--- src/rtl/seg7_pkg.sv ---
// ---------------------------------------------------------------------------
// seg7_pkg
// Shared constants for the 7-segment capture path.
//
// Segment bit order everywhere is {g,f,e,d,c,b,a}, active-high:
//   bit 0 = a (top), 1 = b (top right), 2 = c (bottom right),
//   bit 3 = d (bottom), 4 = e (bottom left), 5 = f (top left), 6 = g (middle).
// ---------------------------------------------------------------------------
`timescale 1ns/1ps
package seg7_pkg;

    localparam int SEG_W   = 7;
    localparam int DIGIT_W = 4;

    // Hex glyphs as driven by the counter/seg7 display source.
    localparam logic [SEG_W-1:0] GLYPH_0 = 7'h3F;
    localparam logic [SEG_W-1:0] GLYPH_1 = 7'h06;
    localparam logic [SEG_W-1:0] GLYPH_2 = 7'h5B;
    localparam logic [SEG_W-1:0] GLYPH_3 = 7'h4F;
    localparam logic [SEG_W-1:0] GLYPH_4 = 7'h66;
    localparam logic [SEG_W-1:0] GLYPH_5 = 7'h6D;
    localparam logic [SEG_W-1:0] GLYPH_6 = 7'h7D;
    localparam logic [SEG_W-1:0] GLYPH_7 = 7'h07;
    localparam logic [SEG_W-1:0] GLYPH_8 = 7'h7F;
    localparam logic [SEG_W-1:0] GLYPH_9 = 7'h6F;
    localparam logic [SEG_W-1:0] GLYPH_A = 7'h77;
    localparam logic [SEG_W-1:0] GLYPH_B = 7'h7C;  // lower-case b
    localparam logic [SEG_W-1:0] GLYPH_C = 7'h39;
    localparam logic [SEG_W-1:0] GLYPH_D = 7'h5E;  // lower-case d
    localparam logic [SEG_W-1:0] GLYPH_E = 7'h79;
    localparam logic [SEG_W-1:0] GLYPH_F = 7'h71;

    // All segments dark: the display is blanked, not showing a digit.
    localparam logic [SEG_W-1:0] SEG_BLANK = 7'h00;

endpackage

--- src/rtl/seg7_decode.sv ---
// ---------------------------------------------------------------------------
// seg7_decode
// Purely combinational glyph-to-digit lookup.
//
// Ports:
//   i_seg   in  7  segment pattern {g,f,e,d,c,b,a}
//   o_hit   out 1  pattern is one of the 16 legal hex glyphs
//   o_code  out 4  hex value of the glyph (0 when o_hit is low)
// ---------------------------------------------------------------------------
`timescale 1ns/1ps
module seg7_decode
    import seg7_pkg::*;
(
    input  logic [SEG_W-1:0]   i_seg,
    output logic               o_hit,
    output logic [DIGIT_W-1:0] o_code
);

    // NOTE: every output gets a default before the case so no path can
    // leave it unassigned, which would otherwise infer a latch.
    always_comb begin
        o_hit  = 1'b1;
        o_code = '0;
        unique case (i_seg)
            GLYPH_0: o_code = 4'h0;
            GLYPH_1: o_code = 4'h1;
            GLYPH_2: o_code = 4'h2;
            GLYPH_3: o_code = 4'h3;
            GLYPH_4: o_code = 4'h4;
            GLYPH_5: o_code = 4'h5;
            GLYPH_6: o_code = 4'h6;
            GLYPH_7: o_code = 4'h7;
            GLYPH_8: o_code = 4'h8;
            GLYPH_9: o_code = 4'h9;
            GLYPH_A: o_code = 4'hA;
            GLYPH_B: o_code = 4'hB;
            GLYPH_C: o_code = 4'hC;
            GLYPH_D: o_code = 4'hD;
            GLYPH_E: o_code = 4'hE;
            GLYPH_F: o_code = 4'hF;
            default: o_hit  = 1'b0;
        endcase
    end

endmodule

--- src/rtl/seg7_capture.sv ---
// ---------------------------------------------------------------------------
// seg7_capture
// Reads a 7-segment pattern from an external display, recovers the hex
// digit it shows and checks that the display counts 0,1,...,F,0 by +1.
// Pipeline: 2-flop synchroniser -> stability filter -> glyph decode ->
// sequence checker.
//
// Ports:
//   clk          in   1  clock
//   rst_n        in   1  asynchronous active-low reset
//   en           in   1  filter enable; low = no acceptance, outputs hold
//   seg_in       in   7  raw segments {g,f,e,d,c,b,a}, asynchronous to clk
//   clear_err    in   1  synchronous clear of skip_err and step_count
//   digit_out    out  4  last accepted valid digit
//   digit_valid  out  1  last accepted pattern was a legal glyph
//   invalid      out  1  last accepted pattern was non-blank and illegal
//   update       out  1  pulse: new digit, or first digit after blank/invalid
//   wrap         out  1  pulse: accepted F->0 step
//   skip_err     out  1  sticky: a digit change was not +1 mod 16
//   step_count   out  8  correct +1 steps, saturating at 255
// ---------------------------------------------------------------------------
`timescale 1ns/1ps
module seg7_capture
    import seg7_pkg::*;
#(
    parameter int STABLE_CYCLES = 4  // legal range 2..15
) (
    input  logic               clk,
    input  logic               rst_n,
    input  logic               en,
    input  logic [SEG_W-1:0]   seg_in,
    input  logic               clear_err,
    output logic [DIGIT_W-1:0] digit_out,
    output logic               digit_valid,
    output logic               invalid,
    output logic               update,
    output logic               wrap,
    output logic               skip_err,
    output logic [7:0]         step_count
);

    localparam logic [3:0] CNT_MAX    = 4'(STABLE_CYCLES);
    localparam logic [3:0] CNT_ACCEPT = 4'(STABLE_CYCLES - 1);

    logic [SEG_W-1:0]   r_sync1;
    logic [SEG_W-1:0]   r_sync2;
    logic [SEG_W-1:0]   r_cand;
    logic [3:0]         r_cnt;
    logic               r_has_prev;

    logic               w_accept;
    logic               w_hit;
    logic [DIGIT_W-1:0] w_code;
    logic [DIGIT_W-1:0] w_next_digit;
    logic               w_step;
    logic               w_skip;

    // -----------------------------------------------------------------------
    // Synchroniser
    // -----------------------------------------------------------------------
    // NOTE: clocked state uses non-blocking assignments so every flop
    // samples the pre-edge value of its source, giving a true 2-stage chain.
    always_ff @(posedge clk or negedge rst_n) begin
        if (!rst_n) begin
            r_sync1 <= '0;
            r_sync2 <= '0;
        end else begin
            r_sync1 <= seg_in;
            r_sync2 <= r_sync1;
        end
    end

    // -----------------------------------------------------------------------
    // Stability filter
    // The candidate always tracks the synchronised pattern; the counter only
    // advances while enabled. Saturating at STABLE_CYCLES (one past the
    // accept value) gives exactly one accept per stable pattern.
    // -----------------------------------------------------------------------
    always_ff @(posedge clk or negedge rst_n) begin
        if (!rst_n) begin
            r_cand <= '0;
            r_cnt  <= '0;
        end else if (r_sync2 != r_cand) begin
            r_cand <= r_sync2;
            r_cnt  <= '0;
        end else if (!en) begin
            r_cnt  <= '0;
        end else if (r_cnt < CNT_MAX) begin
            r_cnt  <= r_cnt + 4'd1;
        end
    end

    assign w_accept = en && (r_sync2 == r_cand) && (r_cnt == CNT_ACCEPT);

    // -----------------------------------------------------------------------
    // Decode the held candidate (equal to r_sync2 whenever w_accept is high)
    // -----------------------------------------------------------------------
    seg7_decode u_decode (
        .i_seg  (r_cand),
        .o_hit  (w_hit),
        .o_code (w_code)
    );

    // Only a change between two legal digits is judged; 4-bit add wraps F->0.
    assign w_next_digit = digit_out + 4'd1;
    assign w_step = r_has_prev && (w_code == w_next_digit);
    assign w_skip = r_has_prev && (w_code != digit_out) && !w_step;

    // -----------------------------------------------------------------------
    // Sequence checker
    // -----------------------------------------------------------------------
    always_ff @(posedge clk or negedge rst_n) begin
        if (!rst_n) begin
            digit_out   <= '0;
            digit_valid <= 1'b0;
            invalid     <= 1'b0;
            update      <= 1'b0;
            wrap        <= 1'b0;
            skip_err    <= 1'b0;
            step_count  <= '0;
            r_has_prev  <= 1'b0;
        end else begin
            update <= 1'b0;
            wrap   <= 1'b0;

            if (w_accept) begin
                if (w_hit) begin
                    digit_out   <= w_code;
                    digit_valid <= 1'b1;
                    invalid     <= 1'b0;
                    r_has_prev  <= 1'b1;
                    if (!r_has_prev || (w_code != digit_out)) begin
                        update <= 1'b1;
                    end
                    if (w_step) begin
                        wrap <= (digit_out == 4'hF);
                        if (step_count != 8'hFF) begin
                            step_count <= step_count + 8'd1;
                        end
                    end
                    if (w_skip) begin
                        skip_err <= 1'b1;
                    end
                end else begin
                    // Blank and illegal patterns both break the chain; the
                    // last good digit stays visible on digit_out.
                    digit_valid <= 1'b0;
                    invalid     <= (r_cand != SEG_BLANK);
                    r_has_prev  <= 1'b0;
                end
            end

            // Placed last so it overrides any step/skip from the same cycle.
            if (clear_err) begin
                step_count <= '0;
                skip_err   <= 1'b0;
            end
        end
    end

endmodule

--- config.mk ---
export PLATFORM = sky130hd
export DESIGN_NAME = seg7_capture
export DESIGN_NICKNAME = d
export VERILOG_FILES = /design/src/rtl/seg7_pkg.sv /design/src/rtl/seg7_decode.sv /design/src/rtl/seg7_capture.sv
export SDC_FILE = /design/constraint.sdc
export NUM_CORES = 1
export LEC_CHECK = 0
export BUFFER_PORTS_ARGS = -buffer_cell sky130_fd_sc_hd__buf_2
export CAP_MARGIN = 20
export CELL_PAD_IN_SITES_DETAIL_PLACEMENT = 1
export CELL_PAD_IN_SITES_GLOBAL_PLACEMENT = 1
export CORE_MARGIN = 2
export CORE_UTILIZATION = 48
export CTS_CLUSTER_DIAMETER = 200
export DETAILED_ROUTE_END_ITERATION = 8
export GPL_TIMING_DRIVEN = 0
export PLACE_DENSITY_LB_ADDON = 0.1
export REMOVE_ABC_BUFFERS = 1
export SYNTH_ARGS = -nofsm -noshare
export SYNTH_HDL_FRONTEND = slang
export SYNTH_SLANG_ARGS = --single-unit
--- constraint.sdc ---
create_clock -name clk -period 5.52 [get_ports clk]
set_input_delay 0.828 -clock clk [delete_from_list [all_inputs] [get_ports clk]]
set_output_delay 0.828 -clock clk [all_outputs]
set_load 0.005 [all_outputs]
# ---- Word-level counts from Yosys, hierarchy flattened
# Index checks and enable logic that the tools add are counted.
dict set report word_totals {
  ff_bits 42
  input_bits 11
  output_inout_bits 17
  wordCells 79
}
dict set report classes {
  add_sub_neg 3
  magnitude_cmp 1
  n_eq_ne 24
  muxes 22
  n_reduce_logical 18
}
# cell n
set op_table {}
lappend op_table {{$eq 7x7->1 const B} 12}
lappend op_table {{$pmux 4 s15} 1}
lappend op_table {{$mux 8} 5}
lappend op_table {{$reduce_or 16->1} 1}
lappend op_table {{$eq 7x3->1 const B} 2}
lappend op_table {{$eq 7x6->1 const B} 2}
lappend op_table {{$mux 1} 13}
lappend op_table {{$mux 4} 3}
lappend op_table {{$reduce_bool 2->1} 5}
lappend op_table {{$add 4x1->4 const B} 2}
lappend op_table {{$add 8x1->8 const B} 1}
lappend op_table {{$ne 8x8->1 const B} 1}
lappend op_table {{$eq 7x7->1} 1}
lappend op_table {{$ne 7x7->1} 1}
lappend op_table {{$reduce_bool 7->1} 1}
lappend op_table {{$logic_and 1x1->1} 5}
lappend op_table {{$eq 4x2->1 const B} 1}
lappend op_table {{$eq 4x4->1} 1}
lappend op_table {{$eq 4x4->1 const B} 1}
lappend op_table {{$lt 4x3->1 const B} 1}
lappend op_table {{$ne 4x4->1} 1}
lappend op_table {{$reduce_and 4->1} 1}
lappend op_table {{$ne 3x1->1 const B} 1}
lappend op_table {{$reduce_and 3->1} 1}
lappend op_table {{3 further kinds} 4}

# ---- Depth between registers and ports, before layout
# Gate-level depths: netlist of the first run.
dict set report logic_depth {
  word_depth 10
  mapped_depth 10
  depth_no_buf 7
}

# ---- By module
# Synthesis of the first run repeated with hierarchy kept, for this count alone.
dict set report unflattened {
  hier_cells 219
  hier_area_um2 2255.9
}
# mod instances cells_per_inst area_each_um2 seq_area_each_um2
set by_module_without_submodules {}
lappend by_module_without_submodules {seg7_capture 1 160 1868.0 1051.0}
lappend by_module_without_submodules {seg7_decode 1 59 387.9 0.0}

# ---- Least setup slack after synthesis of the first run
# OpenSTA, ideal clock, no wires.
dict set report synth_path {
  kind {reg-to-reg}
  start {register r_cand[6]}
  end {register step_count[5]}
  setup_ns 0.128
  arrival_ns 2.430
  required_ns 5.392
  path_slack_ns 2.962
  stages_incl_launch_ff 10
  n_path_buf 2
  cell_sequence {dfrtp_1 buf_6 or4b_1 a211oi_2 nor4_1 xnor2_2 o2111ai_2 buf_6 nor4_1 mux2_1}
}
dict set report synth_via {
  elab_chain_cells 6
  elab_cells_between_ends 28
  cone_classes {eq/ne (18); mux (2); reduce/logical (8)}
}
# item line
set synth_rtl {}
lappend synth_rtl {{start: declaration} seg7_capture.sv:47} ;# logic [SEG_W-1:0] r_cand;
lappend synth_rtl {{start signal: assignment} seg7_capture.sv:84} ;# r_cand <= r_sync2;
lappend synth_rtl {{$eq 7x7->1 (tied with other cells)} seg7_decode.sv:24} ;# unique case (i_seg)
lappend synth_rtl {{$pmux 4 s15} seg7_decode.sv:24}
lappend synth_rtl {{$eq 4x4->1} seg7_capture.sv:106} ;# assign w_step = r_has_prev && (w_code == w_next_digit);
lappend synth_rtl {{$logic_and 1x1->1} seg7_capture.sv:106}
lappend synth_rtl {{$reduce_bool 2->1 (no source line)} n/a}
lappend synth_rtl {{$reduce_and 4->1 (no source line) *} n/a}
lappend synth_rtl {{end signal: assignment} seg7_capture.sv:138} ;# step_count <= step_count + 8'd1;
lappend synth_rtl {{end: declaration} seg7_capture.sv:39} ;# output logic [7:0] step_count
# Mark *: on every way between the ends. The rest lies on a longest branch, timed or not.
# A chain may end at the register's enable or synchronous reset.

# ---- Worst setup path after layout of the first run
dict set report layout_path {
  start {register r_cand[4]}
  end {register step_count[5]}
}
# The elaborated chain is that of the path after synthesis.

==> results of run 1 <==
state kept, by name, summed over array words and instances (netlist names), 4 cells and up:
signal / cells
r_sync2: 7
r_cand: 7
r_cnt: 4
step_count: 8
r_sync1: 7
digit_out: 4
per-layer routing:
layer,up-vias,part of all wire [%],GRT usage (%)
li1,823,-,-
met1,865,42,28.5
met3,12,4.0,4.17
met4,0,2.5,7.34
met5,-,0,0
met2,48,51,36.7
through the flow:
stage | instance area, sq um | cells
finish | 2430 | 286
global route | 2430 | 286
CTS | 2430 | 286
detailed placement | 2330 | 278
global placement | 2330 | 278
floorplan | 2130 | 199
cell type report:
class	instances	area share (%)
Sequential cell	42	43.3
Tap cell	52	2.68
Timing Repair Buffer	27	5.57
Inverter	5	0.773
Clock inverter	3	1.19
Clock buffer	5	2.84
Multi-Input combinational cell	152	43.7
cells by family (layout without fill, tap and decap cells):
group,count (synthesis),after routing,share of synthesized area (%)
compound gates,38,38,13.2
xor+xnor,15,15,6.88
fa+ha+maj,3,3,1.68
buf+inv,25,40,5.60
flops,42,42,47.0
mux,5,5,2.46
simple gates,91,91,23.2
synthesized netlist by cell type (all sizes together) (6+ instances only):
cell type,n,area [sq um]
or4,6,45.0
nor2,15,56.3
dfrtp,42,1050
a21oi,9,45.0
xor2,9,78.8
nor4,8,50.1
clkbuf,10,37.5
nand2,13,48.8
nand2b,6,37.5
nand3,13,65.1
buf,10,68.8
worst reg2reg max path: stages, from the launching register on:
cell and delay (ns):
sky130_fd_sc_hd__dfrtp_1 0.77, sky130_fd_sc_hd__or3b_1 0.45, sky130_fd_sc_hd__a21bo_1 0.21, sky130_fd_sc_hd__a211oi_1 0.19
sky130_fd_sc_hd__nor2_1 0.14, sky130_fd_sc_hd__xor2_1 0.84, sky130_fd_sc_hd__nor4_1 0.20, sky130_fd_sc_hd__mux2_1 0.35
power groups by stage:
stage / logic [uW] / clock network, uW / registers, uW
after global placement: 35.7 / 0 / 334
after detailed placement: 38.7 / 0 / 336
final: 38.3 / 212 / 330
after CTS: 38.9 / 217 / 330
after floorplan: 22.3 / 0 / 331
after global routing: 43.6 / 229 / 332
path summary, 6_finish.rpt:
| kind | slack (ns) | to | cells after the start |
|---|---|---|---|
| max | 2.27 | step_count[5] | 7 |
| min | 0.35 | r_sync2[1] | 0 |
| max reg2reg | 2.27 | step_count[5] | 7 |
| min reg2reg | 0.35 | r_sync2[1] | 0 |
| max in group asynchronous | 4.28 | r_sync2[0] | 1 |
| min in group asynchronous | 0.65 | digit_out[0] | 1 |
==> results.md, run 1 <==
Drt:
- The number of vias after detailed routing is 1748.
- The ratio of routed vias to standard cells is 6.11.
- The total wire length is 5210 um.
- In the routed design, unresolved DRC markers number 0.
- The count of nets left with antenna violations once routing finished came out at 0.
- The first-pass detailed-route iteration total is 4.
- The post-detailed-route wirelength per cell is 18.2 um.
- The first-iteration detailed-routing DRC count is 184.

Place:
- Summed over all nets, the half-perimeter wirelength after detailed placement is 3650 um.
- The final weighted congestion in routability-driven placement is 0.848.
- The number of I/O port buffers is 27.
- The placement-stage worst setup slack is 2.32 ns.

Worst setup path:
- In this run the critical register-to-register path is launched from r_cand[4].
- The data required time of the worst path is 5.70 ns.
- The slowest stage cell on the critical path is sky130_fd_sc_hd__xor2_1.
- The worst setup path is captured at a register.
- The worst setup path is launched from a register.
- The critical path buffer and inverter count is 0.
- In this design, the stage delay of the slowest critical-path cell is 0.84 ns.
- STA puts the critical path data arrival time at 3.43 ns.
- Broken down by cell family, the worst path's largest delay share belongs to XOR/XNOR gates.
- Walking the worst path, the cells encountered are or3b_1, a21bo_1, a211oi_1, nor2_1, xor2_1, nor4_1, mux2_1.
- The class of the most critical setup path is reg -> reg.
- The critical-path maximum fanout is 22.
- The worst setup path startpoint is r_cand[4].

Finish:
- The top cell types in the final layout, fill and taps aside, are sky130_fd_sc_hd__dfrtp_1 (42), sky130_fd_sc_hd__buf_2 (27), sky130_fd_sc_hd__nor2_1 (15), sky130_fd_sc_hd__nand2_1 (13), sky130_fd_sc_hd__nand3_1 (13).
- The final layout contains 247 nets.
- The core utilization of the finished layout is 55.0%.
- The footprint of the flip-flops and latches is 0.00105 sq mm.
- The library cell used most frequently in the layout, excluding fill and tap cells, is sky130_fd_sc_hd__dfrtp_1.
- The number of antenna diodes in the final layout is 0.
- The post-route netlist has 19.2% of its cells at a drive strength greater than 1.
- The area occupied by multi-input gates is 0.00106 sq mm.
- Fill cells in the final layout number 489.
- The area growth from synthesis to layout is 8.56%.

Power and ir drop:
- Sequential cells account for 56.9% of the total power.
- The analysis attributes to net switching a power of 157 uW.
- The overall power consumption is 581 uW.
- In this run, the clock network consumes 36.5% of the power.
- Combinational logic is responsible for 6.6% of the overall power.
- The internal power is 424 uW.
- VDD sags by at most 207 uV.
- The power per cell area is 239 mW/mm^2.
- Net switching is 27.0% of the power.
- In this run the static leakage power is 0.00106 uW.

Global routing:
- The total global-route track usage is 21.9%.
- The number of antenna violations at the first check in global routing was 0.
- The via count of the first global-routing pass is 1762.
- The residual overflow from global routing is 0.
- The first global-routing pass estimated 8870 um of wire.
- The pin count of the biggest net entering global routing is 43.

CTS:
- The clock transition at the registers of the reported paths is 0.09 ns.
- After clock tree synthesis, the repair step resized 0 gates.
- The clock reaches the later pin of the worst-skew pair after 0.29 ns.
- CTS placed an instance of sky130_fd_sc_hd__clkbuf_8 at the clock tree root.
- The number of buffers inserted for hold repair after clock tree synthesis is 0.
- The total setup buffers inserted after CTS is 0.
- The CTS tree is yes.
- TritonCTS created 5 clock buffers.
- The total number of clock tree sinks is 42.
- The H-tree generated during clock tree synthesis spans 2 levels.
- The longest clock path from root to sink contains 2 buffers.

Synth:
- The total standard cell area after synthesis is 0.00224 sq mm.
- The synthesized netlist cell count is 219.
- The mean cell area of the mapped netlist is 10.2 sq um.
- The count of cell types in the netlist is 48.
- In the synthesized netlist the dominant register cell turns out to be sky130_fd_sc_hd__dfrtp_1.
- The post-synthesis async set-or-reset flop share is 100%.
- The count of state elements after synthesis is 42.
- The synthesized design contains 0 enable-type register cells.
- After synthesis, flip-flops and latches occupy 47.0% of the total area.
- The number of synthesis warnings is 0.

Floorplan:
- Row generation in the floorplan step produced 24 rows.
- The initial core utilization is 50.7%.
- The core region is 0.00441 sq mm.
- The die is 72.3 um tall.
- The width of the chip is 72.3 um.
- For this design the top-level I/O count stands at 28.
- The die outline area is 0.00522 sq mm.

Timing:
- Setup total negative slack on the finished layout was measured at 0 ns.
- Setup repair after global routing left no endpoint under its margin.
- The worst pin sits at a relative slew slack of 31.9%.
- On the final layout, the worst clock skew is 0.00262 ns.
- The smallest setup slack after layout is 2.27 ns.
- The hold violation count in the final report is 0.
- The count of endpoints failing setup in the final report is 0.
- The slew at the pin closest to its max-slew limit is 1.02 ns.
- Counting I/O delays and the setup requirement, the final critical path takes 3.25 ns.
- After layout, the worst path uses 58.9% of the clock period.
- The tightest hold path in the finished design has a slack of 0.355 ns.
- The number of pins exceeding their max-slew limit in the final report is 0.
- Derived from the worst setup path, the maximum achievable clock frequency is 0.308 GHz.

Min path:
- The worst min-delay path class is reg -> reg.
- The startpoint of the tightest hold check path is r_sync1[1].

Flow run:
- Across the run, the number of max-cap violations was 0.

Run status:
- The flow ran to the end, and the final reports show no timing, DRC or antenna violations.
No activity file was read; power rests on OpenSTA's default activity.
==> inputs of run 2 (changes only) <==
--- a/config.mk
+++ b/config.mk
@@ -5,12 +5,13 @@
 export SDC_FILE = /design/constraint.sdc
 export NUM_CORES = 1
 export LEC_CHECK = 0
+export ABC_AREA = 1
 export BUFFER_PORTS_ARGS = -buffer_cell sky130_fd_sc_hd__buf_2
 export CAP_MARGIN = 20
 export CELL_PAD_IN_SITES_DETAIL_PLACEMENT = 1
 export CELL_PAD_IN_SITES_GLOBAL_PLACEMENT = 1
 export CORE_MARGIN = 2
-export CORE_UTILIZATION = 48
+export CORE_UTILIZATION = 43
 export CTS_CLUSTER_DIAMETER = 200
 export DETAILED_ROUTE_END_ITERATION = 8
 export GPL_TIMING_DRIVEN = 0
==> constraint.sdc (replaced) <==
create_clock -name clk -period 3.3 [get_ports clk]
set_input_delay 0.495 -clock clk [delete_from_list [all_inputs] [get_ports clk]]
set_output_delay 0.495 -clock clk [all_outputs]
set_load 0.005 [all_outputs]
==> run 2 against run 1 <==
- die area up 12%
- critical path type unchanged
- flip-flop and latch count is the same
- sequential power up 63%
- utilization shrank 4.9 points
- wire length down 8.6%
- critical path depth grew 2
- largest cell class is now flip-flops and latches
- hold slack got worse by 0.054 ns
- sequential share of layout area is 1.9 points lower
- global-route usage down 3.0 points
- critical endpoint is now skip_err
- synthesized area rose by 0.95%
- power grew 75%
- maximum frequency up 43%
- highest routed layer unchanged
==> results.md, run 2 <==
Run status:
- The run finished with clean final reports.

Timing:
- The hold violation count in the final report is 0 (unchanged).
- The part of the cycle the worst path needs is 68.7% (+9.8 points).
- The final critical delay including setup and external delays is 2.27 ns (-0.984 ns).
- The count of endpoints failing setup in the final report is 0 (unchanged).
- The final worst clock skew came to 0.00456 ns (+0.00194 ns).
- The post-route setup TNS is 0 ns (unchanged).
- Setup repair after global routing left no endpoint under its margin.
- The max-slew headroom at the worst pin is 37.9% (+6.1 points).
- The number of pins exceeding their max-slew limit in the final report came to 0 (unchanged).
- The slew at the pin closest to its max-slew limit came to 0.931 ns (-0.0875 ns).
- The maximum clock frequency came to 0.441 GHz (+43%).

Worst setup path:
- The arrival time of the worst setup path came to 2.49 ns (-0.94 ns).
- The start of the worst register-to-register path is r_cand[5].
- The data required time of the worst path is 3.52 ns (-2.18 ns).
- The critical-path maximum fanout is 12 (-45%).
- The worst setup path is captured at a register.
- Tracing the worst setup path back leads to its startpoint at r_cand[5].
- The class of the most critical setup path is reg -> reg.
- The worst setup path is launched from a register.

Finish:
- The count of fill cells added during filler insertion is 658 (+35%).
- The antenna cell count was 0 (unchanged).
- The ratio of cells with drive above 1 in the final layout is 22.4% (+3.2 points).
- The most common cell after layout, fill and taps aside is sky130_fd_sc_hd__nand2_1.
- The flip-flop count of the largest register after layout came to 8 (unchanged).
- The cell area after layout was 0.00254 sq mm (+4.6%).
- Relative to the synthesized area, the layout overhead comes to 12.5%.
- The final net count is 312 (+26%).
- Leaving out fill and tap cells, the most frequent cells in the layout are sky130_fd_sc_hd__nand2_1 (59), sky130_fd_sc_hd__dfrtp_1 (42), sky130_fd_sc_hd__nor2_1 (38), sky130_fd_sc_hd__nand3_1 (35), sky130_fd_sc_hd__buf_2 (27).
- The register name with the most flops is step_count.

Synth:
- By area the synthesized netlist is led by sky130_fd_sc_hd__dfrtp_1 (47%), sky130_fd_sc_hd__nand2_1 (9.8%), sky130_fd_sc_hd__nand3_1 (7.8%).
- The synthesized netlist cell count is 274 (+25%).
- The most area-hungry cell type in the Yosys netlist is sky130_fd_sc_hd__dfrtp_1.
- The post-synthesis async set-or-reset flop share was 100% (unchanged).
- The count of cell types in the netlist is 29 (-40%).
- The mean cell area of the mapped netlist is 8.24 sq um (-19%).
- The cell with the most instances after synthesis is sky130_fd_sc_hd__nand2_1.
- The portion of the post-synthesis area used by sequential elements is 46.6% (-0.44 points).
- The flip-flop cell with the highest count after synthesis is sky130_fd_sc_hd__dfrtp_1.
- The top-area cell type share of the netlist area was 46.6% (-0.44 points).
- The number of flops mapped to enable cells by yosys is 0 (unchanged).
- The total standard cell area after synthesis was 0.00226 sq mm (+0.95%).
- The count of state elements after synthesis is 42 (unchanged).
- The number of synthesis warnings is 0 (unchanged).
- The commonest cells after synthesis are sky130_fd_sc_hd__nand2_1 (59), sky130_fd_sc_hd__dfrtp_1 (42), sky130_fd_sc_hd__nor2_1 (38).

Floorplan:
- The count of boundary I/O pins came to 28 (unchanged).
- The area of the placeable core is 0.00507 sq mm (+15%).
- The initial core utilization was 44.5% (-6.2 points).
- The die outline area was 0.00584 sq mm (+12%).
- The height of the chip is 76.5 um (+5.8%).
- The width of the chip is 76.5 um (+5.8%).
- The number of core rows is 26 (+8.3%).

Drt:
- The post-detailed-route wirelength per cell is 12.9 um (-29%).
- The ratio of routed vias to standard cells is 4.87 (-20%).
- The total wire length is 4760 um (-8.6%).
- The final routed DRC violation total is 0 (unchanged).
- The number of vias after detailed routing is 1796 (+2.7%).
- The first-iteration detailed-routing DRC count is 64 (-65%).
- The first-pass detailed-route iteration total was 4 (unchanged).
- The post-route antenna net violation count is 0 (unchanged).

Global routing:
- The via count of the first global-routing pass is 1916 (+8.7%).
- The residual overflow from global routing was 0 (unchanged).
- The met1 usage in global routing is 25.0% (-3.5 points).
- The wire length of the first global-routing pass came to 8870 um (unchanged).
- The pin count of the biggest net entering global routing came to 43 (unchanged).
- The total global-route track usage is 18.9% (-3.0 points).
- The met2 demand-to-capacity share in global routing came to 31.6% (-5.1 points).
- The number of antenna violations at the first check in global routing is 0 (unchanged).
- The met3 track demand over resource is 3.20% (-0.97 points).
- The routing layer with the top usage in global route is met2.

Power and ir drop:
- The worst vdd rail ir drop is 260 uV (+26%).
- The overall power consumption is 1020 uW (+75%).
- The switching share of power was 23.8% (-3.1 points).
- The net load switching power is 243 uW (+55%).
- The internal power is 777 uW (+83%).
- The clock network fraction of design power is 40.1% (+3.6 points).
- The part of the total power dissipated in sequential elements is 52.9% (-4.0 points).
- The leakage dissipation is 0.00138 uW (+30%).
- The combinational share of power was 7.0% (+0.4 points).
- The power per cell area came to 401 mW/mm^2 (+68%).

Place:
- The post-detailed-placement cell area is 0.00243 sq mm (+4.3%).
- The post-detailed-placement half-perimeter wirelength is 3620 um (-0.86%).
- The final weighted congestion in routability-driven placement is 0.815 (-3.9%).
- The number of I/O port buffers is 27 (unchanged).

CTS:
- The clock tree buffer depth is 2 (unchanged).
- TritonCTS built the clock tree.
- The total number of clock tree sinks is 42 (unchanged).
- The number of buffers inserted for hold repair after clock tree synthesis came to 0 (unchanged).
- In this run the clock root is driven by a sky130_fd_sc_hd__clkbuf_8.
- The number of resized instances in the post-cts repair step is 0 (unchanged).
- The number of buffers added by the clock tree synthesis step is 5 (unchanged).
- The total setup buffers inserted after CTS is 0 (unchanged).
- The clock transition at the registers of the reported paths is 0.08 ns (about the same).
- The clock latency of the later-clocked register in the worst-skew pair is 0.29 ns (about the same).
- The number of H-tree levels came to 2 (unchanged).

Flow run:
- The number of max-cap violations is 0 (unchanged).

Min path:
- The path class of the tightest hold or removal check is in -> reg.
- The startpoint of the tightest hold check path is seg_in[4].
[run 2: cell type report]
class / instances / area, sq um / share of cell area (%)
sequential: 42 / 1050 / 41.4
multi-input combinational: 194 / 1050 / 41.4
timing repair buffer: 27 / 135 / 5.32
inverter: 28 / 105 / 4.14
tap: 70 / 87.6 / 3.45
clock buffer: 6 / 72.6 / 2.86
clock inverter: 2 / 37.5 / 1.48
[run 2: path summary, 6_finish.rpt]
kind / cells past startpoint / endpoint / slack (ns)
max reg2reg: 9 / skip_err / 1.03
max: 9 / skip_err / 1.03
min in group asynchronous: 1 / r_cand[5] / 0.33
max in group asynchronous: 1 / r_cand[0] / 2.39
min reg2reg: 0 / r_sync2[6] / 0.36
min: 1 / r_sync1[4] / 0.30
[run 2: metrics by stage]
step / setup WS (ns) / util [%] / std cells / hold slack [ns]
2_1_floorplan: 1.54 / - / 264 / 0.199
5_1_grt: 0.638 / 50.0 / 369 / 0.277
4_1_cts: 0.936 / 50.0 / 369 / 0.288
3_5_place_dp: 0.960 / 47.9 / 361 / 0.338
3_3_place_gp: 1.01 / 47.9 / 361 / 0.333
6_report: 1.03 / 50.0 / 369 / 0.301
[run 2: logic make-up after synthesis]
group,Yosys count,synth area share [%]
simple gates,164,36.3
flops,42,46.6
buf+inv,38,6.87
xor+xnor,14,5.43
compound gates,13,3.22
fa+ha+maj,3,1.66
[run 2: critical path: stages, from the launching register on]
cell	delay (ns)
sky130_fd_sc_hd__dfrtp_1	0.47
sky130_fd_sc_hd__xnor2_1	0.18
sky130_fd_sc_hd__nand2_1	0.07
sky130_fd_sc_hd__nor2_1	0.14
sky130_fd_sc_hd__nand3_1	0.21
sky130_fd_sc_hd__nor2_1	0.37
sky130_fd_sc_hd__nand2_1	0.35
sky130_fd_sc_hd__nor2_1	0.18
sky130_fd_sc_hd__nand3_1	0.09
sky130_fd_sc_hd__a21oi_1	0.12
[run 2: per-layer routing]
layer	wire (um)	part of all wire (%)	up-vias
met3	125	2.6	5
met2	2280	48	22
met5	0	0	-
met1	2290	48	869
li1	-	-	900
met4	65	1.4	0
[run 2: power groups by stage]
stage,Combinational (uW),Sequential (uW),Clock (uW)
2_1_floorplan,45.6,547,0
3_3_place_gp,70.3,549,0
3_5_place_dp,73.2,550,0
4_1_cts,73.5,540,427
5_1_grt,82.3,542,446
6_report,71.0,539,409
